<file path="src/rtl/ddram_arb_pkg.sv">
// Shared types and constants for the DDR3 client arbiter.
// Holds the sequencer state encoding and client indexing.
package ddram_arb_pkg;

  typedef enum logic [1:0] {
    IDLE,
    WR,
    RD
  } state_e;

  localparam int N_CLIENTS = 3;

  typedef logic [1:0] cidx_t;

  localparam logic [3:0] DDR_BASE = 4'b0011;

  // 16-bit lane enable inside the 64-bit qword
  function automatic logic [7:0] lane_be(input logic [1:0] w);
    return 8'd3 << {w, 1'b0};
  endfunction

endpackage

</file>
<file path="src/rtl/ddram_rr_pick.sv">
// Combinational round-robin picker over three pending clients.
// Search starts at the client after the last one granted.
module ddram_rr_pick
  import ddram_arb_pkg::*;
(
  input  logic [N_CLIENTS-1:0] pending_i,
  input  cidx_t                last_i,
  output logic                 valid_o,
  output cidx_t                idx_o
);

  always_comb begin
    valid_o = |pending_i;
    idx_o   = 2'd0;
    case (last_i)
      2'd0: idx_o = pending_i[1] ? 2'd1 :
                    pending_i[2] ? 2'd2 : 2'd0;
      2'd1: idx_o = pending_i[2] ? 2'd2 :
                    pending_i[0] ? 2'd0 : 2'd1;
      default: idx_o = pending_i[0] ? 2'd0 :
                       pending_i[1] ? 2'd1 : 2'd2;
    endcase
  end

endmodule

</file>
<file path="src/rtl/ddram_arb.sv">
// Three-client toggle-handshake arbiter onto the shared DDR3 Avalon port.
// Single-beat commands, one outstanding, round-robin grants.
module ddram_arb
  import ddram_arb_pkg::*;
#(
  parameter logic [3:0] BASE = DDR_BASE,
  parameter int         N    = N_CLIENTS
) (
  input  logic        DDRAM_CLK,
  input  logic        reset,
  input  logic        DDRAM_BUSY,
  output logic [7:0]  DDRAM_BURSTCNT,
  output logic [28:0] DDRAM_ADDR,
  input  logic [63:0] DDRAM_DOUT,
  input  logic        DDRAM_DOUT_READY,
  output logic        DDRAM_RD,
  output logic        DDRAM_WE,
  output logic [63:0] DDRAM_DIN,
  output logic [7:0]  DDRAM_BE,
  input  logic [27:0] c0_addr_i,
  input  logic [15:0] c0_din_i,
  input  logic        c0_wr_i,
  input  logic        c0_req_i,
  output logic        c0_ack_o,
  output logic [63:0] c0_dout_o,
  input  logic [27:0] c1_addr_i,
  input  logic [15:0] c1_din_i,
  input  logic        c1_wr_i,
  input  logic        c1_req_i,
  output logic        c1_ack_o,
  output logic [63:0] c1_dout_o,
  input  logic [27:0] c2_addr_i,
  input  logic [15:0] c2_din_i,
  input  logic        c2_wr_i,
  input  logic        c2_req_i,
  output logic        c2_ack_o,
  output logic [63:0] c2_dout_o
);

  logic [27:0] addr_a [N];
  logic [15:0] din_a  [N];
  logic [N-1:0] wr_v;
  logic [N-1:0] req_v;
  logic [N-1:0] pending;

  state_e      state_q, state_d;
  cidx_t       cur_q, cur_d;
  cidx_t       last_q, last_d;
  logic        rd_q, rd_d;
  logic        we_q, we_d;
  logic [28:0] addr_q, addr_d;
  logic [63:0] din_q, din_d;
  logic [7:0]  be_q, be_d;
  logic [N-1:0] ack_q, ack_d;
  logic [63:0] dout_q [N];
  logic [63:0] dout_d [N];

  logic  pick_v;
  cidx_t pick_i;
  logic  unused_addr_lsb;

  assign addr_a[0] = c0_addr_i;
  assign addr_a[1] = c1_addr_i;
  assign addr_a[2] = c2_addr_i;
  assign din_a[0]  = c0_din_i;
  assign din_a[1]  = c1_din_i;
  assign din_a[2]  = c2_din_i;
  assign wr_v      = {c2_wr_i, c1_wr_i, c0_wr_i};
  assign req_v     = {c2_req_i, c1_req_i, c0_req_i};
  assign pending   = req_v ^ ack_q;

  // byte lane inside a 16-bit word is never addressed
  assign unused_addr_lsb = ^{c0_addr_i[0], c1_addr_i[0], c2_addr_i[0]};

  ddram_rr_pick u_pick (
    .pending_i (pending),
    .last_i    (last_q),
    .valid_o   (pick_v),
    .idx_o     (pick_i)
  );

  always_comb begin
    state_d = state_q;
    cur_d   = cur_q;
    last_d  = last_q;
    rd_d    = rd_q;
    we_d    = we_q;
    addr_d  = addr_q;
    din_d   = din_q;
    be_d    = be_q;
    ack_d   = ack_q;
    dout_d  = dout_q;
    unique case (state_q)
      IDLE: begin
        if (!DDRAM_BUSY && pick_v) begin
          cur_d  = pick_i;
          last_d = pick_i;
          addr_d = {BASE, addr_a[pick_i][27:3]};
          din_d  = {4{din_a[pick_i]}};
          if (wr_v[pick_i]) begin
            we_d    = 1'b1;
            be_d    = lane_be(addr_a[pick_i][2:1]);
            state_d = WR;
          end else begin
            rd_d    = 1'b1;
            be_d    = 8'hFF;
            state_d = RD;
          end
        end
      end
      WR: begin
        if (!DDRAM_BUSY) begin
          we_d         = 1'b0;
          ack_d[cur_q] = ~ack_q[cur_q];
          state_d      = IDLE;
        end
      end
      RD: begin
        // data only counts once the command itself was taken
        if (rd_q) begin
          if (!DDRAM_BUSY) rd_d = 1'b0;
        end else if (DDRAM_DOUT_READY) begin
          dout_d[cur_q] = DDRAM_DOUT;
          ack_d[cur_q]  = ~ack_q[cur_q];
          state_d       = IDLE;
        end
      end
      default: state_d = IDLE;
    endcase
  end

  always_ff @(posedge DDRAM_CLK) begin
    if (reset) begin
      state_q <= IDLE;
      cur_q   <= 2'd0;
      last_q  <= 2'd2;
      rd_q    <= 1'b0;
      we_q    <= 1'b0;
      addr_q  <= '0;
      din_q   <= '0;
      be_q    <= '0;
      ack_q   <= '0;
      for (int i = 0; i < N; i++) dout_q[i] <= '0;
    end else begin
      state_q <= state_d;
      cur_q   <= cur_d;
      last_q  <= last_d;
      rd_q    <= rd_d;
      we_q    <= we_d;
      addr_q  <= addr_d;
      din_q   <= din_d;
      be_q    <= be_d;
      ack_q   <= ack_d;
      for (int i = 0; i < N; i++) dout_q[i] <= dout_d[i];
    end
  end

  assign DDRAM_BURSTCNT = 8'd1;
  assign DDRAM_ADDR     = addr_q;
  assign DDRAM_DIN      = din_q;
  assign DDRAM_BE       = be_q;
  assign DDRAM_RD       = rd_q;
  assign DDRAM_WE       = we_q;
  assign c0_ack_o       = ack_q[0];
  assign c1_ack_o       = ack_q[1];
  assign c2_ack_o       = ack_q[2];
  assign c0_dout_o      = dout_q[0];
  assign c1_dout_o      = dout_q[1];
  assign c2_dout_o      = dout_q[2];

endmodule

</file>
<file path="config.mk">
export PLATFORM = sky130hd
export DESIGN_NAME = ddram_arb
export DESIGN_NICKNAME = d
export VERILOG_FILES = /design/src/rtl/ddram_arb_pkg.sv /design/src/rtl/ddram_rr_pick.sv /design/src/rtl/ddram_arb.sv
export SDC_FILE = /design/constraint.sdc
export NUM_CORES = 1
export LEC_CHECK = 0
export ABC_AREA = 1
export CAP_MARGIN = 30
export CORE_AREA = 2 2 198 200
export CTS_CLUSTER_DIAMETER = 30
export DETAILED_ROUTE_END_ITERATION = 7
export DIE_AREA = 0 0 200 202
export PLACE_DENSITY = 0.71
export SYNTH_ARGS = -nofsm -noshare
export SYNTH_HDL_FRONTEND = slang
export SYNTH_SLANG_ARGS = --single-unit
</file>
<file path="constraint.sdc">
create_clock -name DDRAM_CLK -period 1.5 [get_ports DDRAM_CLK]
set_input_delay 0.15 -clock DDRAM_CLK [delete_from_list [all_inputs] [get_ports DDRAM_CLK]]
set_output_delay 0.15 -clock DDRAM_CLK [all_outputs]
set_load 0.005 [all_outputs]
</file>
[Yosys cells after proc, flatten, opt, wreduce, memory -nomap -nowiden]
Index checks and enable logic that the tools add are counted.
Operators by class
  add/sub/neg operators: 0
  $mul: 0
  div/mod/pow operators: 0
  magnitude comparators: 6
  eq/ne operators: 9
  shifts and indexed selects: 1
  mux-type cells: 43
  bitwise gates (word level): 5
  reductions and logical operators: 16
Operator list (number)
  $bwmux 192: 1
  $demux 64 s2: 1
  $mux 64: 1
  $bmux 28 s2: 1
  $mux 28: 2
  $bmux 16 s2: 1
  $mux 16: 2
  $mux 2: 10
  $ne 2x2->1 const B: 6
  $reduce_and 4->1: 3
  $mux 1: 11
  $mux 3: 3
  $mux 8: 1
  $shl 2x3->8 const A: 1
  $ge 3x3->1 const B: 2
  $lt 2x3->1 const B: 2
  $not 2->3: 2
  $pmux 2 s3: 1
  $pmux 3 s2: 1
  $reduce_and 3->1: 2
  $reduce_bool 2->1: 3
  $bmux 1 s2: 2
  $eq 2x1->1 const B: 2
  $logic_not 2->1: 2
  other kinds (13): 17
Storage, ports and cells
  register bits after elaboration: 301
  bits in latches: 0
  RAM bits: 0
  ROM bits: 0
  input bits: 206
  output and inout port bits: 306
  word-level logic and storage cells: 92
  memories kept: 0

[Longest topological paths before layout]
Gate-level depths: netlist of the first run.
  depth after elaboration: 10
  gate-level depth with buffers: 12
  gate-level depth less buffers: 11

[Hierarchy]
Synthesis of the first run repeated with hierarchy kept, for this count alone.
Second synthesis, totals
  cells, all modules: 1419
  area total of the unflattened synthesis: 10596.4 um2
Modules (own cells, without submodules)
  ddram_arb: times used 1, cells an instance 1403, area each 10530.1 um2, sequential area each 4964.8 um2
  ddram_rr_pick: times used 1, cells an instance 16, area each 66.3 um2, sequential area each 0.0 um2

[Least setup slack after synthesis of the first run]
OpenSTA, ideal clock, no wires.
  path kind: register to register
  from: register ack_q[1]
  to: register addr_q[16], in the netlist DDRAM_ADDR[16]
  setup time: 126 ps
  arrival time: 1434 ps
  slack: -59 ps
  cell stages (with the launch flop): 10
  path buffers: 2
  period minus slack after synthesis: 1559 ps
  cells stage by stage: dfxtp_1 > or2_1 > nand2_1 > nand2_2 > o21ai_2 > nor2_1 > buf_2 > clkbuf_2 > o21ai_0 > a31oi_1
On the way
  longest elaborated chain between the ends: 8
  elaborated cells between the ends (all ways): 12
  those cells by class: 7 x mux; 2 x bitwise; 3 x reduce/logical
RTL lines
  start: declaration: line ddram_arb.sv:54  | logic [N-1:0] ack_q, ack_d;
  start signal: assignment: line ddram_arb.sv:153  | ack_q <= ack_d;
  $xor 3x3->3 (*): line ddram_arb.sv:70  | assign pending = req_v ^ ack_q;
  $mux 2: line ddram_rr_pick.sv:21  | pending_i[1] ? 2'd1 : 2'd2;
  $mux 2: line ddram_rr_pick.sv:20  | default: idx_o = pending_i[0] ? 2'd0 :
  $pmux 2 s2: line ddram_rr_pick.sv:15  | case (last_i)
  $not 2->3 (implied by the code): line ddram_arb.sv:98  | addr_d = {BASE, addr_a[pick_i][27:3]};
  $bmux 28 s2: line ddram_arb.sv:98
  $mux 28 (2 in a row)
  end signal: assignment: line ddram_arb.sv:150  | addr_q <= addr_d;
  end: declaration: line ddram_arb.sv:51  | logic [28:0] addr_q, addr_d;
Every way passes the cells marked *; elsewhere a longest branch is shown, timed or not. The select of a mux whose other input is x is not followed.
A chain may end at the register's enable or synchronous reset.

[Worst setup path in the final report of the first run]
  from: register ack_q[1]
  to: register addr_q[21], in the netlist DDRAM_ADDR[21]
Same word-level chain as after synthesis.

==> results of run 1 <==
report_power, final:
| part | internal (uW) | switching [uW] |
|---|---|---|
| logic | 6350 | 6340 |
| clock network | 8870 | 4350 |
| registers | 7320 | 598 |
| total | 22500 | 11300 |
cell families (layout without fill, tap and decap cells):
family / count (synthesis) / in the layout / synth area share
other: 2 / 20 / 0.000721
AO/OA/AOI/OAI: 387 / 387 / 0.193
XOR/XNOR: 1 / 1 / 0.000841
AND/OR/NAND/NOR: 510 / 515 / 0.211
buffers and inverters: 244 / 870 / 0.117
flip-flops: 248 / 248 / 0.477
metrics by stage:
step           hold slack [ns]  instance area [um2]
6_report                 0.140                22500
5_1_grt                  0.131                22500
4_1_cts                  0.101                19300
3_5_place_dp             0.412                16000
3_3_place_gp             0.413                16000
2_1_floorplan            0.312                10500
layer usage:
layer  track usage  routed length, um  vias up
met5             0                  0        -
met1         0.245              20700     6402
met2         0.387              28800      785
met4         0.165               4540        0
met3        0.0769               5510      273
li1              -                  -     5903
synth_stat cells (10+ instances only):
cell type,n
a31oi_1,41
nand3_1,205
buf_2,36
inv_1,65
nand2_1,286
dfxtp_1,248
o21ai_0,89
buf_4,66
clkbuf_1,72
nor2_1,10
a21oi_1,247
tightest hold or removal path, stage by stage:
cell and delay, ns:
clkdlybuf4s50_1 0.39, nand2_1 0.06, a31oi_1 0.06
flip-flops by register name, indices dropped and copies added (netlist names):
register and cells:
last_q 1, cur_q 2, c0_dout_o 64, ack_q 3, DDRAM_RD 1, DDRAM_BE 4, state_q 2, DDRAM_ADDR 26
DDRAM_WE 1, c2_dout_o 64, DDRAM_DIN 16, c1_dout_o 64
cell type report:
cell class,count,area share
Antenna cell,10,0.00111
Clock buffer,63,0.0658
Clock inverter,44,0.0253
Inverter,66,0.0112
Multi-Input combinational cell,913,0.292
Sequential cell,248,0.225
Tap cell,518,0.0288
Timing Repair Buffer,697,0.352
path summary, 6_finish.rpt:
| path | slack, ns | endpoint | cells past startpoint |
|---|---|---|---|
| worst max-delay path | -0.34 | DDRAM_ADDR[21]$_SDFFE_PP0P_ | 9 |
| worst min-delay path | 0.14 | DDRAM_ADDR[20]$_SDFFE_PP0P_ | 3 |
| worst max register to register | -0.34 | DDRAM_ADDR[21]$_SDFFE_PP0P_ | 9 |
| worst min register to register | 0.45 | c2_dout_o[55]$_SDFFE_PP0P_ | 2 |
what timing repair did:
| item | CTS | global route |
|---|---|---|
| setup endpoints to repair | 378 | 253 |
| gates resized for setup | 530 | 529 |
| pin swaps | 31 | 75 |
| hold buffers | 1 | 0 |
| buffers inserted | 34 | 17 |
| endpoints found under the hold margin | 7 | 0 |
| gates cloned | 27 | 48 |
==> results by group, run 1 <==
Clock tree
  – Max Buffers Root-to-Sink: 3
  – Num CTS Buffers: 57
  – Clock latency on the worst-skew pair: 0.61 ns
  – CTS tree: built
  – CTS root buf: clkbuf_16
  – Clock slew at reported path FFs: roughly 0.050 ns
  – H-tree levels: 2
  – CTS sink count: between 200 and 250

Pwr
  – Power Dens Cells: around 1500 nW/um2
  – Tot Pwr: 33800 uW
  – Static Leak: 0.00934 uW
  – VDD IR max: approximately 1200 uV

Hold path
  – HP Class: in -> reg
  – Worst hold start: c2_addr_i[23]

Floorplanning
  – CORE AREA: 38300 um2
  – Initial Util: 0.272
  – Die Area: between 40000 and 50000 um2
  – Die Wd: 200 um
  – I/O pin total: 512
  – Die Span Y: slightly above 200 um
  – Site Rows: 72

Placement
  – Worst slack, placed: -0.552 ns
  – Placer congestion estimate: slightly above 0.9
  – IO Port Bufs: 498
  – Placed Cells: roughly 2.3k
  – Dpl hpwl: 30000 um

Timing
  – Clk_skew: 0.0302 ns
  – RSZ-0062 raised after global routing: true
  – Worst setup slack after layout: -0.337 ns
  – Fmax: 544 MHz
  – Final min period: 1.84 ns
  – Transition time of the tightest slew-check pin: between 0.7 and 0.8 ns
  – Final Hold Fails: 0
  – TNS Setup: -17.90 ns
  – Max Slew Vio Count: 0
  – Setup-failing EPs final: slightly above 200
  – Max-slew headroom: 0.510
  – Tcrit/Tclk final: 1.22

Yosys
  – Syn avg cell area: about 7.5 um2
  – Synth Cell Area: between 10000 and 15000 um2
  – Library cells used by synthesis: 29
  – Top cell type's share of synthesized area: 0.477
  – Synthesis Warnings: 0
  – Cells after Synth: 1392
  – Yosys reg bits: 248
  – Async SR Flop Fraction: 0
  – Largest area contributor in the netlist: dfxtp_1
  – Post-synth EDFFs: 0
  – Post-synthesis sequential area ratio: 0.477
  – Ranking of synthesized cells by area: dfxtp_1 (48%), a21oi_1 (12%), nand2_1 (10%)
  – Synth Flop Type: dfxtp_1

GRT
  – Largest net degree at the start of global routing: around 110
  – First-pass GRT wire length: roughly 72000 um
  – Grt total ovfl: 0
  – Gr usage total: 0.232
  – Vias in the first global route: between 10k and 15k
  – Initial antenna violation count: 9

Worst setup path
  – Slowest stage cell, crit path: dfxtp_4
  – Critical Path Source Type: flop
  – Max stage delay on crit path: 0.37 ns
  – CP Max Fanout: 6
  – Worst path required time: 1.98 ns
  – WS Path Type: reg -> reg
  – Worst Setup SP: ack_q[1]$_SDFFE_PP0P_
  – Crit path max-delay family: simple AND/OR/NAND/NOR gates
  – CP cell instances: or2_4 -> nand3_4 -> buf_12 -> nand3_4 -> buf_12 -> buf_16 -> a21oi_2 -> o21ai_1 -> a31oi_1
  – Critical path buffers and inverters: 3
  – FF-to-FF Start: ack_q[1]$_SDFFE_PP0P_
  – Arr. time, crit path: around 2.3 ns
  – Crit end category: flop

Job
  – Max Cap Violations: 0

Cells and area
  – # fillers: 2996
  – Non-filler cells, final: 2559
  – Sequential Area: 5050 um2
  – Final #Nets: roughly 2.2k
  – Multi-input logic area: around 6600 um2
  – Most common cell after layout, fill and taps aside: dlygate4sd2_1
  – Layout cell share with drive strength beyond 1: 0.380
  – P&R area growth vs syn: 116%
  – Fin util: 0.587
  – Most frequent cells in the layout: dlygate4sd2_1 (293), dfxtp_1 (216), clkdlybuf4s50_1 (201), a21oi_2 (174), nand3_1 (160)

Drt
  – DR WL/cell: ~23 um
  – Average vias per placed instance: about 5.2
  – DR pass1 iterations: 5
  – DR DRC count: 0
  – Initial DRC Count: 679
  – Vias: 13.4k
  – Routed Antenna Nets: 0
  – Final wirelength: 59500 um

Outcome
  – Failing checks: setup timing
  – Status: finished, violations left
Power figures use the tool's default switching activity.
==> run 2, diff against run 1 <==
--- a/config.mk
+++ b/config.mk
@@ -7,11 +7,11 @@
 export LEC_CHECK = 0
 export ABC_AREA = 1
 export CAP_MARGIN = 30
-export CORE_AREA = 2 2 198 200
+export CORE_AREA = 2 2 200 202
 export CTS_CLUSTER_DIAMETER = 30
 export DETAILED_ROUTE_END_ITERATION = 7
-export DIE_AREA = 0 0 200 202
-export PLACE_DENSITY = 0.71
+export DIE_AREA = 0 0 202 204
+export PLACE_DENSITY = 0.68
 export SYNTH_ARGS = -nofsm -noshare
 export SYNTH_HDL_FRONTEND = slang
 export SYNTH_SLANG_ARGS = --single-unit
==> constraint.sdc (replaced) <==
create_clock -name DDRAM_CLK -period 2.09 [get_ports DDRAM_CLK]
set_input_delay 0.209 -clock DDRAM_CLK [delete_from_list [all_inputs] [get_ports DDRAM_CLK]]
set_output_delay 0.209 -clock DDRAM_CLK [all_outputs]
set_load 0.005 [all_outputs]
==> results by group, run 2 (synthesis results as in run 1) <==
Clock tree
  – Clock latency on the worst-skew pair: 0.56 ns (was 0.61 ns)
  – CTS root buf: clkbuf_16 (unchanged)
  – Post-CTS setup buffers: 0 (was 34)
  – Hold buffers post-CTS: 0 (was 1)
  – CTS sink count: 248 (unchanged)
  – H-tree levels: 3 (was 2)
  – Clock slew at reported path FFs: 0.04 ns (was 0.05 ns)
  – Max Buffers Root-to-Sink: 3 (unchanged)
  – CTS tree: built (unchanged)
  – Num CTS Buffers: 69 (was 57)
  – Post-CTS resize count: 0 (was 530)

Cells and area
  – Non-filler cells, final: 2409 (was 2559)
  – Layout cell share with drive strength beyond 1: 0.0898 (was 0.380)
  – Final #Nets: 2035 (was 2189)
  – Most common cell after layout, fill and taps aside: clkdlybuf4s50_1 (was dlygate4sd2_1)
  – P&R area growth vs syn: 72.3% (was 116%)
  – Most frequent cells in the layout: clkdlybuf4s50_1 (497), nand2_1 (283), dfxtp_1 (248), a21oi_1 (247), nand3_1 (205) (was dlygate4sd2_1 (293), dfxtp_1 (216), clkdlybuf4s50_1 (201), a21oi_2 (174), nand3_1 (160))
  – Post-route cell area: 17900 um2 (was 22500 um2)

GRT
  – Vias in the first global route: 11.4k (was 12.6k)
  – Gr usage total: 0.195 (was 0.232)
  – Largest net degree at the start of global routing: 195 (was 106)
  – Initial antenna violation count: 1 (was 9)
  – First-pass GRT wire length: 63600 um (was 72300 um)
  – Grt total ovfl: 0 (unchanged)

Hold path
  – Worst hold start: c2_addr_i[3] (was c2_addr_i[23])
  – HP Class: in -> reg (unchanged)
  – Worst-case hold path end point: DDRAM_ADDR[0]$_SDFFE_PP0P_ (was DDRAM_ADDR[20]$_SDFFE_PP0P_)
  – Hold path cells: 3 (unchanged)

Job
  – Max Cap Violations: 0 (unchanged)

Worst setup path
  – R2R depth: 10 (was 9)
  – Reg2reg setup slack: 0.31 ns (was -0.34 ns)
  – WS Path Type: reg -> out (was reg -> reg)
  – Crit path max-delay family: buffers and inverters (was simple AND/OR/NAND/NOR gates)
  – Max stage delay on crit path: 0.56 ns (was 0.37 ns)
  – CP Max Fanout: 5 (was 6)
  – Crit end category: output port (was flop)
  – Worst flop-to-flop path endpoint: DDRAM_WE$_SDFFE_PP0P_ (was DDRAM_ADDR[21]$_SDFFE_PP0P_)
  – Critical Path Source Type: flop (unchanged)
  – Critical path buffers and inverters: 1 (was 3)
  – FF-to-FF Start: cur_q[0]$_SDFFE_PP0P_ (was ack_q[1]$_SDFFE_PP0P_)
  – CP cell instances: clkdlybuf4s50_1 (was or2_4 -> nand3_4 -> buf_12 -> nand3_4 -> buf_12 -> buf_16 -> a21oi_2 -> o21ai_1 -> a31oi_1)
  – Worst path required time: 1.88 ns (was 1.98 ns)
  – Slowest stage cell, crit path: clkdlybuf4s50_1 (was dfxtp_4)
  – Arr. time, crit path: 1.59 ns (was 2.31 ns)

Timing
  – Final Hold Fails: 0 (unchanged)
  – TNS Setup: 0 ns (was -17.90 ns)
  – Max Slew Vio Count: 0 (unchanged)
  – Worst setup slack after layout: 0.287 ns (was -0.337 ns)
  – Fmax: 555 MHz
  – Setup-failing EPs final: 0 (was 202)
  – Clk_skew: 0.0270 ns (was 0.0302 ns)
  – Final min period: roughly 1.8 ns
  – Max-slew headroom: 0.401 (was 0.510)
  – RSZ-0062 raised after global routing: false (was true)
  – Tcrit/Tclk final: 0.862
  – Transition time of the tightest slew-check pin: 0.899 ns (was 0.734 ns)

Outcome
  – Status: finished, final reports clean (was finished, violations left)

Drt
  – Average vias per placed instance: 4.75 (was 5.22)
  – Final wirelength: 42100 um (was 59500 um)
  – Routed Antenna Nets: 0 (unchanged)
  – DR pass1 iterations: 7 (was 5)
  – Initial DRC Count: 621 (was 679)
  – DR DRC count: 0 (unchanged)
  – DR WL/cell: 17.5 um (was 23.3 um)
  – Vias: 11.5k (was 13.4k)

Pwr
  – Power Dens Cells: 1170 nW/um2 (was 1510 nW/um2)
  – Static Leak: 0.00649 uW (was 0.00934 uW)
  – VDD IR max: 577 uV (was 1210 uV)

Floorplanning
  – Initial Util: 0.266 (was 0.272)
  – Die Span Y: 204 um (was 202 um)
  – CORE AREA: 39200 um2 (was 38300 um2)
  – I/O pin total: 512 (unchanged)
  – Die Area: 41200 um2 (was 40400 um2)
  – Die Wd: 202 um (was 200 um)
  – Site Rows: 73 (was 72)

Placement
  – Placer congestion estimate: 0.907 (was 0.920)
  – Worst slack, placed: 0.0257 ns (was -0.552 ns)
  – Dpl hpwl: 28300 um (was 30000 um)
  – IO Port Bufs: 498 (unchanged)
  – Placed Cells: 2283 (was 2321)
  – Area after DPL: 15600 um2 (was 16000 um2)
run 2: cell types whose count changed in the layout (fill, tap and decap cells not counted), moves of 34 or more:
| cell | before | now |
|---|---|---|
| o21ai_0 | 11 | 89 |
| o21ai_1 | 63 | 4 |
| clkdlybuf4s50_1 | 201 | 497 |
| a21oi_2 | 174 | 0 |
| nand3_2 | 36 | 2 |
| nand3_1 | 160 | 205 |
| nand2_1 | 121 | 283 |
| buf_4 | 65 | 25 |
| nand2_2 | 52 | 4 |
| nand2_4 | 111 | 0 |
| dlygate4sd2_1 | 293 | 0 |
| a21oi_1 | 68 | 247 |
run 2: worst reg2reg max path: cells and delay by family (launching register included):
family	cells	cell delay [ns]
AOI/OAI and AO/OA	1	0.05
and+or+nand+nor	6	0.67
DFF	1	0.44
buffers and inverters	3	0.49
run 2: through the flow:
stage	hold WS [ns]	power, uW	utilization
2_1_floorplan	0.371	8230	-
3_3_place_gp	0.442	10600	0.398
3_5_place_dp	0.448	10700	0.398
4_1_cts	0.205	21200	0.458
5_1_grt	0.228	22000	0.458
6_report	0.236	21000	0.458
run 2: report_power, final:
| part | internal, uW | switching [uW] | total (uW) | leakage (uW) |
|---|---|---|---|---|
| Clock | 7350 | 3080 | 10400 | 0.00115 |
| Sequential | 5200 | 375 | 5580 | 0.00201 |
| Combinational | 2400 | 2640 | 5040 | 0.00333 |
| Total | 14900 | 6090 | 21000 | 0.00649 |
run 2: final cells by class:
class / instances / area, um2
fill: 3744 / 21200
clock buffer: 92 / 1990
antenna: 1 / 2.50
timing repair buffer: 536 / 5430
inverter: 66 / 248
sequential: 248 / 4960
multi-input combinational: 908 / 4300
clock inverter: 33 / 354
tap: 525 / 657
run 2: worst max path at each step:
stage,from,to,slack (ns),cells past startpoint
5_1_grt,cur_q[0]$_SDFFE_PP0P_,DDRAM_BE[5]$_SDFFE_PP0P_,0.1,11
3_5_place_dp,c1_req_i,DDRAM_ADDR[13]$_SDFFE_PP0P_,0.03,9
2_1_floorplan,ack_q[1]$_SDFFE_PP0P_,DDRAM_ADDR[16]$_SDFFE_PP0P_,0.53,9
6_report,DDRAM_DIN[51]$_SDFFE_PP0P_,DDRAM_DIN[35],0.29,1
4_1_cts,DDRAM_DIN[51]$_SDFFE_PP0P_,DDRAM_DIN[35],0.24,1
3_3_place_gp,c1_req_i,DDRAM_ADDR[13]$_SDFFE_PP0P_,0.07,9
run 2: routing by layer:
metal	vias up	wire length, um	global-route usage
met5	-	0	0
met4	0	2200	0.108
met3	132	3720	0.0748
met2	525	20000	0.326
met1	5258	16200	0.214
li1	5539	-	-
==> run 3, diff against run 2 <==
--- a/config.mk
+++ b/config.mk
@@ -11,6 +11,7 @@
 export CTS_CLUSTER_DIAMETER = 30
 export DETAILED_ROUTE_END_ITERATION = 7
 export DIE_AREA = 0 0 202 204
+export GPL_TIMING_DRIVEN = 0
 export PLACE_DENSITY = 0.68
 export SYNTH_ARGS = -nofsm -noshare
 export SYNTH_HDL_FRONTEND = slang
==> results by group, run 3 (synthesis results as in run 1) <==
Outcome
  – Status: finished, final reports clean (unchanged)

GRT
  – Gr usage total: 0.225 (was 0.195)
  – Largest net degree at the start of global routing: 11 (was 195)
  – Met2 Use GR: 0.389 (was 0.326)
  – Met3 Track Usage GR: 0.0773 (was 0.0748)
  – Met1 Usage GRT: 0.245 (was 0.214)
  – Vias in the first global route: 12.0k (was 11.4k)
  – GR peak layer: met2 (unchanged)
  – Initial antenna violation count: 2 (was 1)
  – First-pass GRT wire length: 71300 um (was 63600 um)
  – Grt total ovfl: 0 (unchanged)

Pwr
  – Sw frac: 0.293 (was 0.290)
  – VDD IR max: 656 uV (was 577 uV)
  – Comb power frac: 0.259 (was 0.239)
  – Sw power: 6370 uW (was 6090 uW)
  – Static Leak: 0.00690 uW (was 0.00649 uW)
  – Pint: 15400 uW (was 14900 uW)
  – Tot Pwr: 21800 uW (was 21000 uW)
  – Clock power frac: 0.485 (was 0.495)
  – Reg power frac: 0.257 (was 0.265)
  – Power Dens Cells: 1180 nW/um2 (was 1170 nW/um2)

Placement
  – Worst slack, placed: -0.576 ns (was 0.0257 ns)
  – Dpl hpwl: 36400 um (was 28300 um)
  – Placer congestion estimate: 0.919 (was 0.907)
  – IO Port Bufs: 497 (was 498)
  – Placed Cells: 2422 (was 2283)

Clock tree
  – CTS tree: built (unchanged)
  – Max Buffers Root-to-Sink: 3 (unchanged)
  – Clock slew at reported path FFs: 0.04 ns (about the same)
  – Post-CTS setup buffers: 0 (unchanged)
  – CTS root buf: clkbuf_16 (unchanged)
  – H-tree levels: 3 (unchanged)
  – CTS sink count: 248 (unchanged)
  – Num CTS Buffers: 66 (was 69)
  – Clock latency on the worst-skew pair: 0.56 ns (about the same)
  – Hold buffers post-CTS: 0 (unchanged)

Drt
  – Final wirelength: 48600 um (was 42100 um)
  – DR pass1 iterations: 5 (was 7)
  – Initial DRC Count: 615 (was 621)
  – Vias: 12.2k (was 11.5k)
  – DR DRC count: 0 (unchanged)
  – DR WL/cell: 19.1 um (was 17.5 um)
  – Average vias per placed instance: 4.78 (was 4.75)
  – Routed Antenna Nets: 0 (unchanged)

Cells and area
  – Sequential Area: 4960 um2 (unchanged)
  – Most common cell after layout, fill and taps aside: clkdlybuf4s50_1 (unchanged)
  – Final #Nets: 2171 (was 2035)
  – Non-filler cells, final: 2543 (was 2409)
  – Multi-input logic area: 4300 um2 (about the same)
  – Most frequent cells in the layout: clkdlybuf4s50_1 (497), nand2_1 (283), dfxtp_1 (248), a21oi_1 (247), nand3_1 (203) (was clkdlybuf4s50_1 (497), nand2_1 (283), dfxtp_1 (248), a21oi_1 (247), nand3_1 (205))
  – Layout cell share with drive strength beyond 1: 0.119 (was 0.0898)
  – # fillers: 3764 (was 3744)
  – P&R area growth vs syn: 77.6% (was 72.3%)

Floorplanning
  – Site Rows: 73 (unchanged)
  – I/O pin total: 512 (unchanged)
  – Die Area: 41200 um2 (unchanged)
  – Die Span Y: 204 um (unchanged)
  – Die Wd: 202 um (unchanged)
  – Initial Util: 0.266 (unchanged)
  – CORE AREA: 39200 um2 (unchanged)

Hold path
  – Hold path cells: 3 (unchanged)
  – Worst-case hold path end point: DDRAM_ADDR[0]$_SDFFE_PP0P_ (unchanged)
  – Worst hold start: c2_addr_i[3] (unchanged)
  – HP Class: in -> reg (unchanged)

Timing
  – Final Hold Fails: 0 (unchanged)
  – Tcrit/Tclk final: 0.929 (was 0.862)
  – Clk_skew: 0.0282 ns (was 0.0270 ns)
  – Final min period: 1.94 ns (was 1.80 ns)
  – Transition time of the tightest slew-check pin: 0.868 ns (was 0.899 ns)
  – Setup-failing EPs final: 0 (unchanged)
  – Fmax: 515 MHz (was 555 MHz)
  – RSZ-0062 raised after global routing: false (unchanged)
  – Max Slew Vio Count: 0 (unchanged)
  – Fin Hold WS: 0.244 ns (was 0.236 ns)
  – Max-slew headroom: 0.422 (was 0.401)
  – Worst setup slack after layout: 0.148 ns (was 0.287 ns)

Worst setup path
  – Crit path max-delay family: buffers and inverters (unchanged)
  – R2R depth: 7 (was 10)
  – Worst flop-to-flop path endpoint: c2_dout_o[59]$_SDFFE_PP0P_ (was DDRAM_WE$_SDFFE_PP0P_)
  – Arr. time, crit path: 2.40 ns (was 1.59 ns)
  – CP Max Fanout: 10 (was 5)
  – Reg2reg setup slack: 0.15 ns (was 0.31 ns)
  – Slowest stage cell, crit path: clkbuf_1 (was clkdlybuf4s50_1)
  – Crit end category: flop (was output port)
  – FF-to-FF Start: cur_q[0]$_SDFFE_PP0P_ (unchanged)
  – Critical Path Source Type: flop (unchanged)
  – WS Path Type: reg -> reg (was reg -> out)
  – Most used cell, CP: inv_1
  – Critical path buffers and inverters: 4 (was 1)
  – CP cell instances: inv_1 -> nand2_1 -> inv_1 -> clkbuf_2 -> clkbuf_1 -> nand3_1 -> a21oi_1 (was clkdlybuf4s50_1)
  – Worst path required time: 2.55 ns (was 1.88 ns)
  – Max stage delay on crit path: 0.45 ns (was 0.56 ns)

Job
  – Max Cap Violations: 0 (unchanged)
-- run 3: cell count changes in the layout (fill, tap and decap cells not counted), sizes merged --
cell	change
buf	+62
bufinv	+2
clkinvlp	-3
inv	+1
clkinv	-10
diode	+1
clkbuf	+81
-- run 3: stage by stage --
stage               utilization  TNS (ns)  cell area (um2)
floorplan                     -         0            10400
global placement          0.410    -91.31            16100
detailed placement        0.410    -93.62            16100
CTS                       0.471   -0.0267            18400
global route              0.472         0            18500
finish                    0.472         0            18500
-- run 3: timing repair --
| action | in CTS | in global routing |
|---|---|---|
| setup endpoints to repair | 194 | 204 |
| hold endpoints to repair | 0 | 0 |
| gates resized for setup | 14 | 21 |
-- run 3: power by group through the flow --
| stage | clock (uW) | sequential, uW | combinational [uW] |
|---|---|---|---|
| 2_1_floorplan | 0 | 5590 | 2640 |
| 3_3_place_gp | 0 | 5640 | 5480 |
| 3_5_place_dp | 0 | 5660 | 5550 |
| 4_1_cts | 10700 | 5580 | 5600 |
| 5_1_grt | 11000 | 5630 | 6120 |
| 6_report | 10500 | 5580 | 5630 |
-- run 3: routing by layer --
layer,wire length [um],part of all wire
met5,0,0
met4,2010,0.041
met3,4290,0.088
met2,23600,0.49
met1,18700,0.38
-- run 3: worst max path at each step --
| stage | start | end | slack (ns) | cells past startpoint |
|---|---|---|---|---|
| 3_3_place_gp | DDRAM_DOUT_READY | c0_dout_o[60]$_SDFFE_PP0P_ | -0.54 | 7 |
| 6_report | cur_q[0]$_SDFFE_PP0P_ | c2_dout_o[59]$_SDFFE_PP0P_ | 0.15 | 7 |
| 2_1_floorplan | ack_q[1]$_SDFFE_PP0P_ | DDRAM_ADDR[16]$_SDFFE_PP0P_ | 0.53 | 9 |
| 3_5_place_dp | DDRAM_DOUT_READY | c0_dout_o[63]$_SDFFE_PP0P_ | -0.58 | 7 |
| 4_1_cts | state_q[1]$_SDFFE_PP0P_ | c0_dout_o[63]$_SDFFE_PP0P_ | -0.01 | 8 |
| 5_1_grt | cur_q[0]$_SDFFE_PP0P_ | DDRAM_ADDR[0]$_SDFFE_PP0P_ | 0.003 | 8 |
-- run 3: final cells by class --
type | count | area share
Antenna cell | 2 | 0.000271
Buffer | 178 | 0.0542
Clock buffer | 96 | 0.107
Clock inverter | 23 | 0.0193
Inverter | 66 | 0.0134
Multi-Input combinational cell | 908 | 0.233
Sequential cell | 248 | 0.268
Tap cell | 525 | 0.0355
Timing Repair Buffer | 497 | 0.269
-- run 3: worst register-to-register path, cell delays in order (launching register included) --
cell and delay (ns):
dfxtp_1 0.34, inv_1 0.13, nand2_1 0.10, inv_1 0.13, clkbuf_2 0.39, clkbuf_1 0.46
nand3_1 0.15, a21oi_1 0.16
